### config.mk
export PLATFORM = sky130hd
export DESIGN_NAME = i2c_req_arbiter_flat
export DESIGN_NICKNAME = d
export VERILOG_FILES = /design/src/rtl/i2c_req_arbiter_if.sv /design/src/rtl/i2c_req_arbiter.sv /design/src/flat_wrapper.sv
export SDC_FILE = /design/constraint.sdc
export NUM_CORES = 1
export LEC_CHECK = 0
export BUFFER_PORTS_ARGS = -buffer_cell sky130_fd_sc_hd__buf_2
export CAP_MARGIN = 25
export CORE_MARGIN = 2
export CORE_UTILIZATION = 27
export DETAILED_ROUTE_END_ITERATION = 10
export GPL_ROUTABILITY_DRIVEN = 1
export MAX_ROUTING_LAYER = met4
export PLACE_DENSITY = 0.45
export SYNTH_ARGS = -nofsm -noshare
export SYNTH_HDL_FRONTEND = slang
export SYNTH_SLANG_ARGS = --single-unit
### constraint.sdc
create_clock -name sys_clk_i -period 4.9 [get_ports sys_clk_i]
set_input_delay 0.98 -clock sys_clk_i [delete_from_list [all_inputs] [get_ports sys_clk_i]]
set_output_delay 0.98 -clock sys_clk_i [all_outputs]
set_load 0.01 [all_outputs]
### src/rtl/i2c_req_arbiter_if.sv
// rtl/i2c_req_arbiter_if.sv - requester and engine signal bundle for the I2C request arbiter
interface i2c_req_arbiter_if;
    // requester 0
    logic       req0_i;
    logic       req0_wr_i;
    logic [2:0] req0_dev_i;
    logic [7:0] req0_word_i;
    logic [7:0] req0_wdata_i;
    logic       ack0_o;
    logic       done0_o;
    logic       err0_o;
    // requester 1
    logic       req1_i;
    logic       req1_wr_i;
    logic [2:0] req1_dev_i;
    logic [7:0] req1_word_i;
    logic [7:0] req1_wdata_i;
    logic       ack1_o;
    logic       done1_o;
    logic       err1_o;
    // shared read result
    logic [7:0] rd_data_o;
    // engine side
    logic [2:0] eng_dev_o;
    logic [7:0] eng_word_o;
    logic [7:0] eng_wdata_o;
    logic       eng_wr_start_o;
    logic       eng_rd_start_o;
    logic       eng_busy_i;
    logic [7:0] eng_rd_data_i;
    logic       eng_rst_n_o;

    // arbiter side
    modport slave (
        input  req0_i, req0_wr_i, req0_dev_i, req0_word_i, req0_wdata_i,
        input  req1_i, req1_wr_i, req1_dev_i, req1_word_i, req1_wdata_i,
        input  eng_busy_i, eng_rd_data_i,
        output ack0_o, done0_o, err0_o, ack1_o, done1_o, err1_o, rd_data_o,
        output eng_dev_o, eng_word_o, eng_wdata_o,
        output eng_wr_start_o, eng_rd_start_o, eng_rst_n_o
    );

    // requesters plus engine side
    modport master (
        output req0_i, req0_wr_i, req0_dev_i, req0_word_i, req0_wdata_i,
        output req1_i, req1_wr_i, req1_dev_i, req1_word_i, req1_wdata_i,
        output eng_busy_i, eng_rd_data_i,
        input  ack0_o, done0_o, err0_o, ack1_o, done1_o, err1_o, rd_data_o,
        input  eng_dev_o, eng_word_o, eng_wdata_o,
        input  eng_wr_start_o, eng_rd_start_o, eng_rst_n_o
    );
endinterface

### src/rtl/i2c_req_arbiter.sv
// rtl/i2c_req_arbiter.sv - round-robin sharing of one single-byte I2C engine with watchdog recovery
module i2c_req_arbiter #(
    parameter int TIMEOUT_CYC = 4096,
    parameter int START_CYC   = 8,
    parameter int RECOVER_CYC = 16
) (
    input  logic             sys_clk_i,
    input  logic             rst_i,
    i2c_req_arbiter_if.slave bus
);

    localparam int TOT_W   = ($clog2(TIMEOUT_CYC) > 0) ? $clog2(TIMEOUT_CYC) : 1;
    localparam int START_W = ($clog2(START_CYC)   > 0) ? $clog2(START_CYC)   : 1;
    localparam int REC_W   = ($clog2(RECOVER_CYC) > 0) ? $clog2(RECOVER_CYC) : 1;

    localparam logic [TOT_W-1:0]   TOT_LAST   = TOT_W'(TIMEOUT_CYC - 1);
    localparam logic [START_W-1:0] START_LAST = START_W'(START_CYC - 1);
    localparam logic [REC_W-1:0]   REC_LAST   = REC_W'(RECOVER_CYC - 1);

    typedef enum logic [2:0] {
        IDLE,
        LAUNCH,
        WAIT_BUSY,
        RUN,
        RECOVER
    } state_t;

    state_t             state;
    logic               last_grant;
    logic               owner;
    logic               cmd_wr;
    logic [TOT_W-1:0]   tot_cnt;
    logic [START_W-1:0] start_cnt;
    logic [REC_W-1:0]   rec_cnt;

    logic       ack0_q, ack1_q, done0_q, done1_q, err0_q, err1_q;
    logic       wr_start_q, rd_start_q, eng_rst_n_q;
    logic [2:0] dev_q;
    logic [7:0] word_q, wdata_q, rd_data_q;

    logic       grant_valid;
    logic       grant_sel;
    logic       sel_wr;
    logic [2:0] sel_dev;
    logic [7:0] sel_word;
    logic [7:0] sel_wdata;

    // Winner selection: a lone requester wins, a tie goes to the one not served last.
    always_comb begin
        grant_valid = bus.req0_i | bus.req1_i;
        grant_sel   = (bus.req0_i & bus.req1_i) ? ~last_grant : bus.req1_i;
        sel_wr      = grant_sel ? bus.req1_wr_i    : bus.req0_wr_i;
        sel_dev     = grant_sel ? bus.req1_dev_i   : bus.req0_dev_i;
        sel_word    = grant_sel ? bus.req1_word_i  : bus.req0_word_i;
        sel_wdata   = grant_sel ? bus.req1_wdata_i : bus.req0_wdata_i;
    end

    // Transaction FSM with registered pulses, command latch and watchdog counters.
    always_ff @(posedge sys_clk_i) begin
        if (rst_i) begin
            state       <= IDLE;
            last_grant  <= 1'b1;
            owner       <= 1'b0;
            cmd_wr      <= 1'b0;
            tot_cnt     <= '0;
            start_cnt   <= '0;
            rec_cnt     <= '0;
            ack0_q      <= 1'b0;
            ack1_q      <= 1'b0;
            done0_q     <= 1'b0;
            done1_q     <= 1'b0;
            err0_q      <= 1'b0;
            err1_q      <= 1'b0;
            wr_start_q  <= 1'b0;
            rd_start_q  <= 1'b0;
            eng_rst_n_q <= 1'b0;
            dev_q       <= '0;
            word_q      <= '0;
            wdata_q     <= '0;
            rd_data_q   <= '0;
        end else begin
            ack0_q      <= 1'b0;
            ack1_q      <= 1'b0;
            done0_q     <= 1'b0;
            done1_q     <= 1'b0;
            err0_q      <= 1'b0;
            err1_q      <= 1'b0;
            wr_start_q  <= 1'b0;
            rd_start_q  <= 1'b0;
            eng_rst_n_q <= 1'b1;
            case (state)
                IDLE: begin
                    if (grant_valid) begin
                        owner      <= grant_sel;
                        cmd_wr     <= sel_wr;
                        dev_q      <= sel_dev;
                        word_q     <= sel_word;
                        wdata_q    <= sel_wdata;
                        ack0_q     <= ~grant_sel;
                        ack1_q     <= grant_sel;
                        last_grant <= grant_sel;
                        state      <= LAUNCH;
                    end
                end
                LAUNCH: begin
                    wr_start_q <= cmd_wr;
                    rd_start_q <= ~cmd_wr;
                    tot_cnt    <= '0;
                    start_cnt  <= '0;
                    state      <= WAIT_BUSY;
                end
                WAIT_BUSY: begin
                    if (tot_cnt != TOT_LAST)     tot_cnt   <= tot_cnt + 1'b1;
                    if (start_cnt != START_LAST) start_cnt <= start_cnt + 1'b1;
                    if (bus.eng_busy_i) begin
                        state <= RUN;
                    end else if (start_cnt == START_LAST) begin
                        eng_rst_n_q <= 1'b0;
                        rec_cnt     <= '0;
                        state       <= RECOVER;
                    end
                end
                RUN: begin
                    if (tot_cnt != TOT_LAST) tot_cnt <= tot_cnt + 1'b1;
                    if (!bus.eng_busy_i) begin
                        done0_q <= ~owner;
                        done1_q <= owner;
                        if (!cmd_wr) rd_data_q <= bus.eng_rd_data_i;
                        state <= IDLE;
                    end else if (tot_cnt == TOT_LAST) begin
                        eng_rst_n_q <= 1'b0;
                        rec_cnt     <= '0;
                        state       <= RECOVER;
                    end
                end
                RECOVER: begin
                    if (rec_cnt == REC_LAST) begin
                        err0_q <= ~owner;
                        err1_q <= owner;
                        state  <= IDLE;
                    end else begin
                        eng_rst_n_q <= 1'b0;
                        rec_cnt     <= rec_cnt + 1'b1;
                    end
                end
                default: state <= IDLE;
            endcase
        end
    end

    assign bus.ack0_o         = ack0_q;
    assign bus.ack1_o         = ack1_q;
    assign bus.done0_o        = done0_q;
    assign bus.done1_o        = done1_q;
    assign bus.err0_o         = err0_q;
    assign bus.err1_o         = err1_q;
    assign bus.rd_data_o      = rd_data_q;
    assign bus.eng_dev_o      = dev_q;
    assign bus.eng_word_o     = word_q;
    assign bus.eng_wdata_o    = wdata_q;
    assign bus.eng_wr_start_o = wr_start_q;
    assign bus.eng_rd_start_o = rd_start_q;
    assign bus.eng_rst_n_o    = eng_rst_n_q;

endmodule
### src/flat_wrapper.sv
// flat-port wrapper written by rule: the top's interface ports become plain ports
module i2c_req_arbiter_flat 
#(
    parameter int TIMEOUT_CYC = 4096,
    parameter int START_CYC   = 8,
    parameter int RECOVER_CYC = 16
)
  (sys_clk_i, rst_i, bus_req0_i, bus_req0_wr_i, bus_req0_dev_i, bus_req0_word_i, bus_req0_wdata_i, bus_req1_i, bus_req1_wr_i, bus_req1_dev_i, bus_req1_word_i, bus_req1_wdata_i, bus_eng_busy_i, bus_eng_rd_data_i, bus_ack0_o, bus_done0_o, bus_err0_o, bus_ack1_o, bus_done1_o, bus_err1_o, bus_rd_data_o, bus_eng_dev_o, bus_eng_word_o, bus_eng_wdata_o, bus_eng_wr_start_o, bus_eng_rd_start_o, bus_eng_rst_n_o);
  i2c_req_arbiter_if bus_i ();
  input  logic sys_clk_i;
  input  logic rst_i;
  input wire logic [$bits(bus_i.req0_i)-1:0] bus_req0_i;
  input wire logic [$bits(bus_i.req0_wr_i)-1:0] bus_req0_wr_i;
  input wire logic [$bits(bus_i.req0_dev_i)-1:0] bus_req0_dev_i;
  input wire logic [$bits(bus_i.req0_word_i)-1:0] bus_req0_word_i;
  input wire logic [$bits(bus_i.req0_wdata_i)-1:0] bus_req0_wdata_i;
  input wire logic [$bits(bus_i.req1_i)-1:0] bus_req1_i;
  input wire logic [$bits(bus_i.req1_wr_i)-1:0] bus_req1_wr_i;
  input wire logic [$bits(bus_i.req1_dev_i)-1:0] bus_req1_dev_i;
  input wire logic [$bits(bus_i.req1_word_i)-1:0] bus_req1_word_i;
  input wire logic [$bits(bus_i.req1_wdata_i)-1:0] bus_req1_wdata_i;
  input wire logic [$bits(bus_i.eng_busy_i)-1:0] bus_eng_busy_i;
  input wire logic [$bits(bus_i.eng_rd_data_i)-1:0] bus_eng_rd_data_i;
  output wire logic [$bits(bus_i.ack0_o)-1:0] bus_ack0_o;
  output wire logic [$bits(bus_i.done0_o)-1:0] bus_done0_o;
  output wire logic [$bits(bus_i.err0_o)-1:0] bus_err0_o;
  output wire logic [$bits(bus_i.ack1_o)-1:0] bus_ack1_o;
  output wire logic [$bits(bus_i.done1_o)-1:0] bus_done1_o;
  output wire logic [$bits(bus_i.err1_o)-1:0] bus_err1_o;
  output wire logic [$bits(bus_i.rd_data_o)-1:0] bus_rd_data_o;
  output wire logic [$bits(bus_i.eng_dev_o)-1:0] bus_eng_dev_o;
  output wire logic [$bits(bus_i.eng_word_o)-1:0] bus_eng_word_o;
  output wire logic [$bits(bus_i.eng_wdata_o)-1:0] bus_eng_wdata_o;
  output wire logic [$bits(bus_i.eng_wr_start_o)-1:0] bus_eng_wr_start_o;
  output wire logic [$bits(bus_i.eng_rd_start_o)-1:0] bus_eng_rd_start_o;
  output wire logic [$bits(bus_i.eng_rst_n_o)-1:0] bus_eng_rst_n_o;
  assign bus_i.req0_i = bus_req0_i;
  assign bus_i.req0_wr_i = bus_req0_wr_i;
  assign bus_i.req0_dev_i = bus_req0_dev_i;
  assign bus_i.req0_word_i = bus_req0_word_i;
  assign bus_i.req0_wdata_i = bus_req0_wdata_i;
  assign bus_i.req1_i = bus_req1_i;
  assign bus_i.req1_wr_i = bus_req1_wr_i;
  assign bus_i.req1_dev_i = bus_req1_dev_i;
  assign bus_i.req1_word_i = bus_req1_word_i;
  assign bus_i.req1_wdata_i = bus_req1_wdata_i;
  assign bus_i.eng_busy_i = bus_eng_busy_i;
  assign bus_i.eng_rd_data_i = bus_eng_rd_data_i;
  assign bus_ack0_o = bus_i.ack0_o;
  assign bus_done0_o = bus_i.done0_o;
  assign bus_err0_o = bus_i.err0_o;
  assign bus_ack1_o = bus_i.ack1_o;
  assign bus_done1_o = bus_i.done1_o;
  assign bus_err1_o = bus_i.err1_o;
  assign bus_rd_data_o = bus_i.rd_data_o;
  assign bus_eng_dev_o = bus_i.eng_dev_o;
  assign bus_eng_word_o = bus_i.eng_word_o;
  assign bus_eng_wdata_o = bus_i.eng_wdata_o;
  assign bus_eng_wr_start_o = bus_i.eng_wr_start_o;
  assign bus_eng_rd_start_o = bus_i.eng_rd_start_o;
  assign bus_eng_rst_n_o = bus_i.eng_rst_n_o;
  i2c_req_arbiter #(.TIMEOUT_CYC(TIMEOUT_CYC), .START_CYC(START_CYC), .RECOVER_CYC(RECOVER_CYC)) u_core (.sys_clk_i(sys_clk_i), .rst_i(rst_i), .bus(bus_i));
endmodule
# Word-level counts from Yosys, hierarchy flattened

Index checks and enable logic that the tools add are counted.

Add/sub/neg operators: 3
Equal/unequal tests: 20
Muxes and demuxes: 28
Bitwise logic cells: 13
Reduce and logical (&&, ||, !) cells: 15

Operators by type and width:

| kind                                                  | number |
|---|---|
| two-way mux 3 bit                                     | 8 |
| one-hot mux 12 bit (2 select lines)                   | 1 |
| two-way mux 4 bit                                     | 5 |
| two-way mux 8 bit                                     | 2 |
| one-hot mux 3 bit (5 select lines)                    | 1 |
| adder 12 x 1 -> 12 bit, second input constant         | 1 |
| == test 12 bit, second input constant                 | 1 |
| two-way mux 12 bit                                    | 1 |
| inequality test 12 bit, second input constant         | 1 |
| inequality test 2 x 1 -> 1 bit, second input constant | 6 |
| one-hot mux 4 bit (3 select lines)                    | 1 |
| NOT 1 bit                                             | 11 |
| OR reduction 3 bit                                    | 3 |
| two-way mux 1 bit                                     | 7 |
| == test 3 x 2 -> 1 bit, second input constant         | 2 |
| == test 3 bit, second input constant                  | 2 |
| inequality test 2 bit, second input constant          | 3 |
| inequality test 3 x 2 -> 1 bit, second input constant | 2 |
| one-hot mux 3 bit (2 select lines)                    | 1 |
| AND reduction 2 bit                                   | 3 |
| AND reduction 6 bit                                   | 1 |
| adder 4 x 1 -> 4 bit, second input constant           | 1 |
| == test 4 bit, second input constant                  | 1 |
| AND reduction 4 bit                                   | 1 |
| 11 further kinds                                      | 13 |

Bits in registers: 61
Bits of input ports: 53
Output and inout bits: 36
Word-level logic and storage cells: 99

# Longest topological paths before layout

Depth in word-level cells: 4
Depth in mapped cells: 6
Depth with buffers taken out: 6

# Worst setup path before layout

No wires, ideal clock.

Path type: input to register
Start: input port bus_req1_i
End: register u_core.dev_q[2], in the netlist u_core.bus.eng_dev_o[2]
Library setup time: 0.138 ns
Arrival: 2.064 ns
Required time: 4.762 ns
Setup slack: 2.698 ns
Cell stages on the path: 4
Path buffers: 1
Path through: a21boi_1 > clkbuf_1 > mux2i_1 > a211oi_1

Cells in the longest elaborated chain, start to end: 3
Elaborated cells between the ends (all ways): 5
Classes of those cells: 2 x mux; 2 x bitwise; 1 x reduce/logical

RTL lines:

| item                   | RTL line              | source |
|---|---|---|
| start: declaration     | flat_wrapper.sv:17    | `input wire logic [$bits(bus_i.req1_i)-1:0] bus_req1_i;` |
| AND 1 bit              | i2c_req_arbiter.sv:51 | `grant_sel = (bus.req0_i & bus.req1_i) ? ~last_grant : bus.req1_i;` |
| two-way mux 1 bit      | i2c_req_arbiter.sv:51 |  |
| two-way mux 3 bit      | i2c_req_arbiter.sv:53 | `sel_dev = grant_sel ? bus.req1_dev_i : bus.req0_dev_i;` |
| end signal: assignment | i2c_req_arbiter.sv:96 | `dev_q <= sel_dev;` |
| end: declaration       | i2c_req_arbiter.sv:38 | `logic [2:0] dev_q;` |

Several ways; a longest one is shown, not always the timed one.
A chain may end at the register's enable or synchronous reset.

# Worst setup path after layout

Start: register u_core.state[0]
End: register u_core.tot_cnt[9]

Cells in the longest elaborated chain, start to end: 4
Elaborated cells between the ends (all ways): 8
Classes of those cells: 4 x eq/ne; 1 x mux; 3 x reduce/logical

RTL lines:

| item                                                                                  | RTL line               | source |
|---|---|---|
| start: declaration                                                                    | i2c_req_arbiter.sv:28  | `state_t state;` |
| start signal: assignment                                                              | i2c_req_arbiter.sv:61  | `state <= IDLE;` |
| start signal: assignment                                                              | i2c_req_arbiter.sv:102 | `state <= LAUNCH;` |
| start signal: assignment                                                              | i2c_req_arbiter.sv:110 | `state <= WAIT_BUSY;` |
| == test 3 x 2 -> 1 bit                                                                | i2c_req_arbiter.sv:91  | `case (state)` |
| OR reduction 2 bit (no line)                                                          | --                     |  |
| inequality test 2 x 1 -> 1 bit (no line) / nonzero test 2 bit (equally long branches) | --                     |  |
| AND reduction 2 bit (no line)                                                         | --                     |  |
| end signal: assignment                                                                | i2c_req_arbiter.sv:113 | `if (tot_cnt != TOT_LAST) tot_cnt <= tot_cnt + 1'b1;` |
| end signal: assignment                                                                | i2c_req_arbiter.sv:124 | `if (tot_cnt != TOT_LAST) tot_cnt <= tot_cnt + 1'b1;` |
| end: declaration                                                                      | i2c_req_arbiter.sv:32  | `logic [TOT_W-1:0] tot_cnt;` |

Several ways; a longest one is shown, not always the timed one.

==> out/metrics.yaml <==
io_buffer_count: 88
slowest_delay_ps: 650
dp.cells: 503
power.internal_uw: 1137
via_count: 2447
postLayoutSetupSlackWorst_ps: 2684
status: "finished, final reports clean"
finalCriticalPeriod_ps: 2216
fin_nets: 438
ir_drop_uv: 178.2
min_path_cells: 2
p_comb_frac: 0.289
cts-resized-gates: 0
clkTransAtPathRegs_ps: 80
grt_overflow_total: 0
start_kind: "flop"
worstSetupStartpoint: "u_core.state[0]$_SDFFE_PP0P_"
yosys_warnings: 0
clock_latency_ps: 340
route.detailed.drc: 0
path_depth: 4
cts_tree: "built"
p_leak_uw: 0.001455
drtIter0Drc: 77
rsz0062_at_grt: "false"
final_common_cell: "buf_2"
pwr-share-seq: 0.393
setup_viol: 0
crit_arrival_ps: 2490
post-place-ws_ps: 2329
wl_per_cell_um: 13.13
num_rows: 36
crit_family: "simple AND/OR/NAND/NOR gates"
clock_sink_count: 61
cp_slowest_cell: "or4_1"
core-area_um2: 9819
cp-end-kind: "flop"
cts_made_buffers: 9
path_max_fanout: 14
r2r_start: "u_core.state[0]$_SDFFE_PP0P_"
vias_per_cell: 4.715
path_cells: "o21bai_2, or4_1, or4_1, a21oi_1"
relSlewSlack: 0.3556
ys.flop_type: "dfxtp_1"
netlist_area_um2: 2736
setup_tns_ps: 0
worst_pin_slew_ps: 966.6
synth.distinct_cells: 49
grtUsageTotal: 0.1285
fillers: 1066
postCtsSetupBuffers: 0
netlist_instances: 300
worst-path-buf-inv: 0
critPathKind: "flop to flop"
syn-mean-instance-area_um2: 9.121
cap_violations: 0
synth-async-reset-ratio: 0
p_total_uw: 1727
die_width_um: 104.7
ios: 89
dpl_cell_area_um2: 3282
cts_root_buffer: "clkbuf_8"
die_y_um: 104.7
design_area_um2: 3528
worst_path_most_repeated_cell: "or4_1"
grt_max_degree: 51
grt_pass1_wl_um: 11030
most-common-layout-cells: "88 x buf_2, 61 x dfxtp_1, 37 x nor2_1"
worstRegToRegCells: 4
start_util: 0.2787
multi_input_area_um2: 1420
hp-class: "flop to flop"
die_area_um2: 10960
post-route-period-util: 0.4522
clkPwrFrac: 0.318
grt_pass1_vias: 2251
p_sw_uw: 590.7
maxSlewViolCount: 0
fin_cells: 519
hold_violations: 0
cts_hold_buf: 0
synth_seq_cells: 61
area_delta_synth_final_pct: 28.94
powerDensity_nw_per_um2: 489.6
diodes: 0
finalWirelength_um: 6817
clock_path_buffers: 2
synth_nets: 357
ant_nets: 0
drive_gt1_frac: 0.2953
ys_seq_area_frac: 0.4463
crit_required_ps: 5170
antenna_found_initial: 0
drt_first_pass_iters: 4
post-dp-hpwl_um: 4826
synth_edf_count: 0
gp_congestion: 0.7269
fin_skew_ps: 10.35
max_freq_mhz: 451.3
switching_share: 0.3419
seq_area_um2: 1221
h-tree-depth: 3
holdCritStartpoint: "u_core.start_cnt[1]$_SDFFE_PP0P_"
==> layout make-up <==
class                           count  area share
Clock buffer                        9     0.03511
Clock inverter                      7     0.03475
Inverter                            5    0.005319
Multi-Input combinational cell    214      0.4025
Sequential cell                    61      0.3461
Tap cell                          133     0.04716
Timing Repair Buffer               90      0.1291
==> metal layers <==
metal	part of all wire	vias to the layer above	global-route usage	wire [µm]
li1	-	1287	-	-
met1	0.50	1073	0.1685	3397
met2	0.41	79	0.1830	2806
met3	0.078	8	0.04679	532
met4	0.012	0	0.04286	81
met5	0	-	-	0
==> flip-flops by register name, summed over array words and instances (netlist names), 3 cells and up <==
name                    count
u_core.bus.eng_dev_o        3
u_core.bus.eng_wdata_o      8
u_core.bus.eng_word_o       8
u_core.bus.rd_data_o        8
u_core.rec_cnt              4
u_core.start_cnt            3
u_core.state                3
u_core.tot_cnt             12
==> synthesized netlist by cell type, types with 2 or more instances <==
| master | n | area (µm²) |
|---|---|---|
| a311oi_1 | 5 | 43.79 |
| inv_1 | 4 | 15.01 |
| or2_2 | 2 | 12.51 |
| nor2_1 | 38 | 142.6 |
| dfxtp_1 | 61 | 1221 |
| mux2i_1 | 29 | 290.3 |
| or3_1 | 4 | 25.02 |
| and2_1 | 2 | 12.51 |
| a21oi_1 | 14 | 70.07 |
| a211oi_1 | 21 | 157.7 |
| or4_1 | 5 | 37.54 |
| nand4_1 | 5 | 31.28 |
| nand3b_1 | 3 | 22.52 |
| ha_1 | 4 | 50.05 |
| buf_1 | 2 | 7.510 |
| o21a_1 | 3 | 22.52 |
| clkbuf_1 | 12 | 45.04 |
| nand2_1 | 15 | 56.30 |
| nor3b_1 | 2 | 15.01 |
| and3_1 | 5 | 31.28 |
| nor3_1 | 6 | 30.03 |
| o21ai_0 | 7 | 35.03 |
| nor4_1 | 3 | 18.77 |
| buf_2 | 6 | 30.03 |
| nand3_1 | 11 | 55.05 |
| a2111o_1 | 2 | 22.52 |
| and4_1 | 3 | 26.28 |
| o31ai_1 | 4 | 30.03 |
| nand2b_1 | 2 | 12.51 |
==> worst register-to-register path, delay by kind of cell (launching register included) <==
kind | cells | cell delay, ps
flip-flops | 1 | 620
AND/OR/NAND/NOR | 2 | 1200
AO/OA/AOI/OAI | 2 | 340
==> through the flow <==
step	hold slack (ps)	util
2_1_floorplan	434.6	-
3_5_place_dp	467.8	0.3342
5_1_grt	504.6	0.3593
4_1_cts	477.2	0.3593
3_3_place_gp	456.8	0.3342
6_report	474.8	0.3593
==> power groups by stage <==
stage | Clock (µW) | Combinational, µW | Sequential (µW)
finish | 549 | 500 | 678
floorplan | 0 | 327 | 691
detailed placement | 0 | 509 | 687
global route | 595 | 554 | 692
global placement | 0 | 507 | 689
CTS | 569 | 508 | 679
==> worst paths after layout <==
check	endpoint	slack (ps)
max	u_core.tot_cnt[9]$_SDFFE_PP0P_	2680
max reg2reg	u_core.tot_cnt[9]$_SDFFE_PP0P_	2680
min reg2reg	u_core.start_cnt[1]$_SDFFE_PP0P_	470
min	u_core.start_cnt[1]$_SDFFE_PP0P_	470
==> cells by family (layout without fill, tap and decap cells) <==
group,Yosys count,in the layout,synth area share
adders and majority gates,4,4,0.01829
DFF,61,61,0.4463
and+or+nand+nor,112,112,0.2140
AOI/OAI and AO/OA,69,69,0.1783
muxes,29,29,0.1061
buffers and inverters,25,111,0.03703
Note: power is estimated with default switching activity, not from simulation.
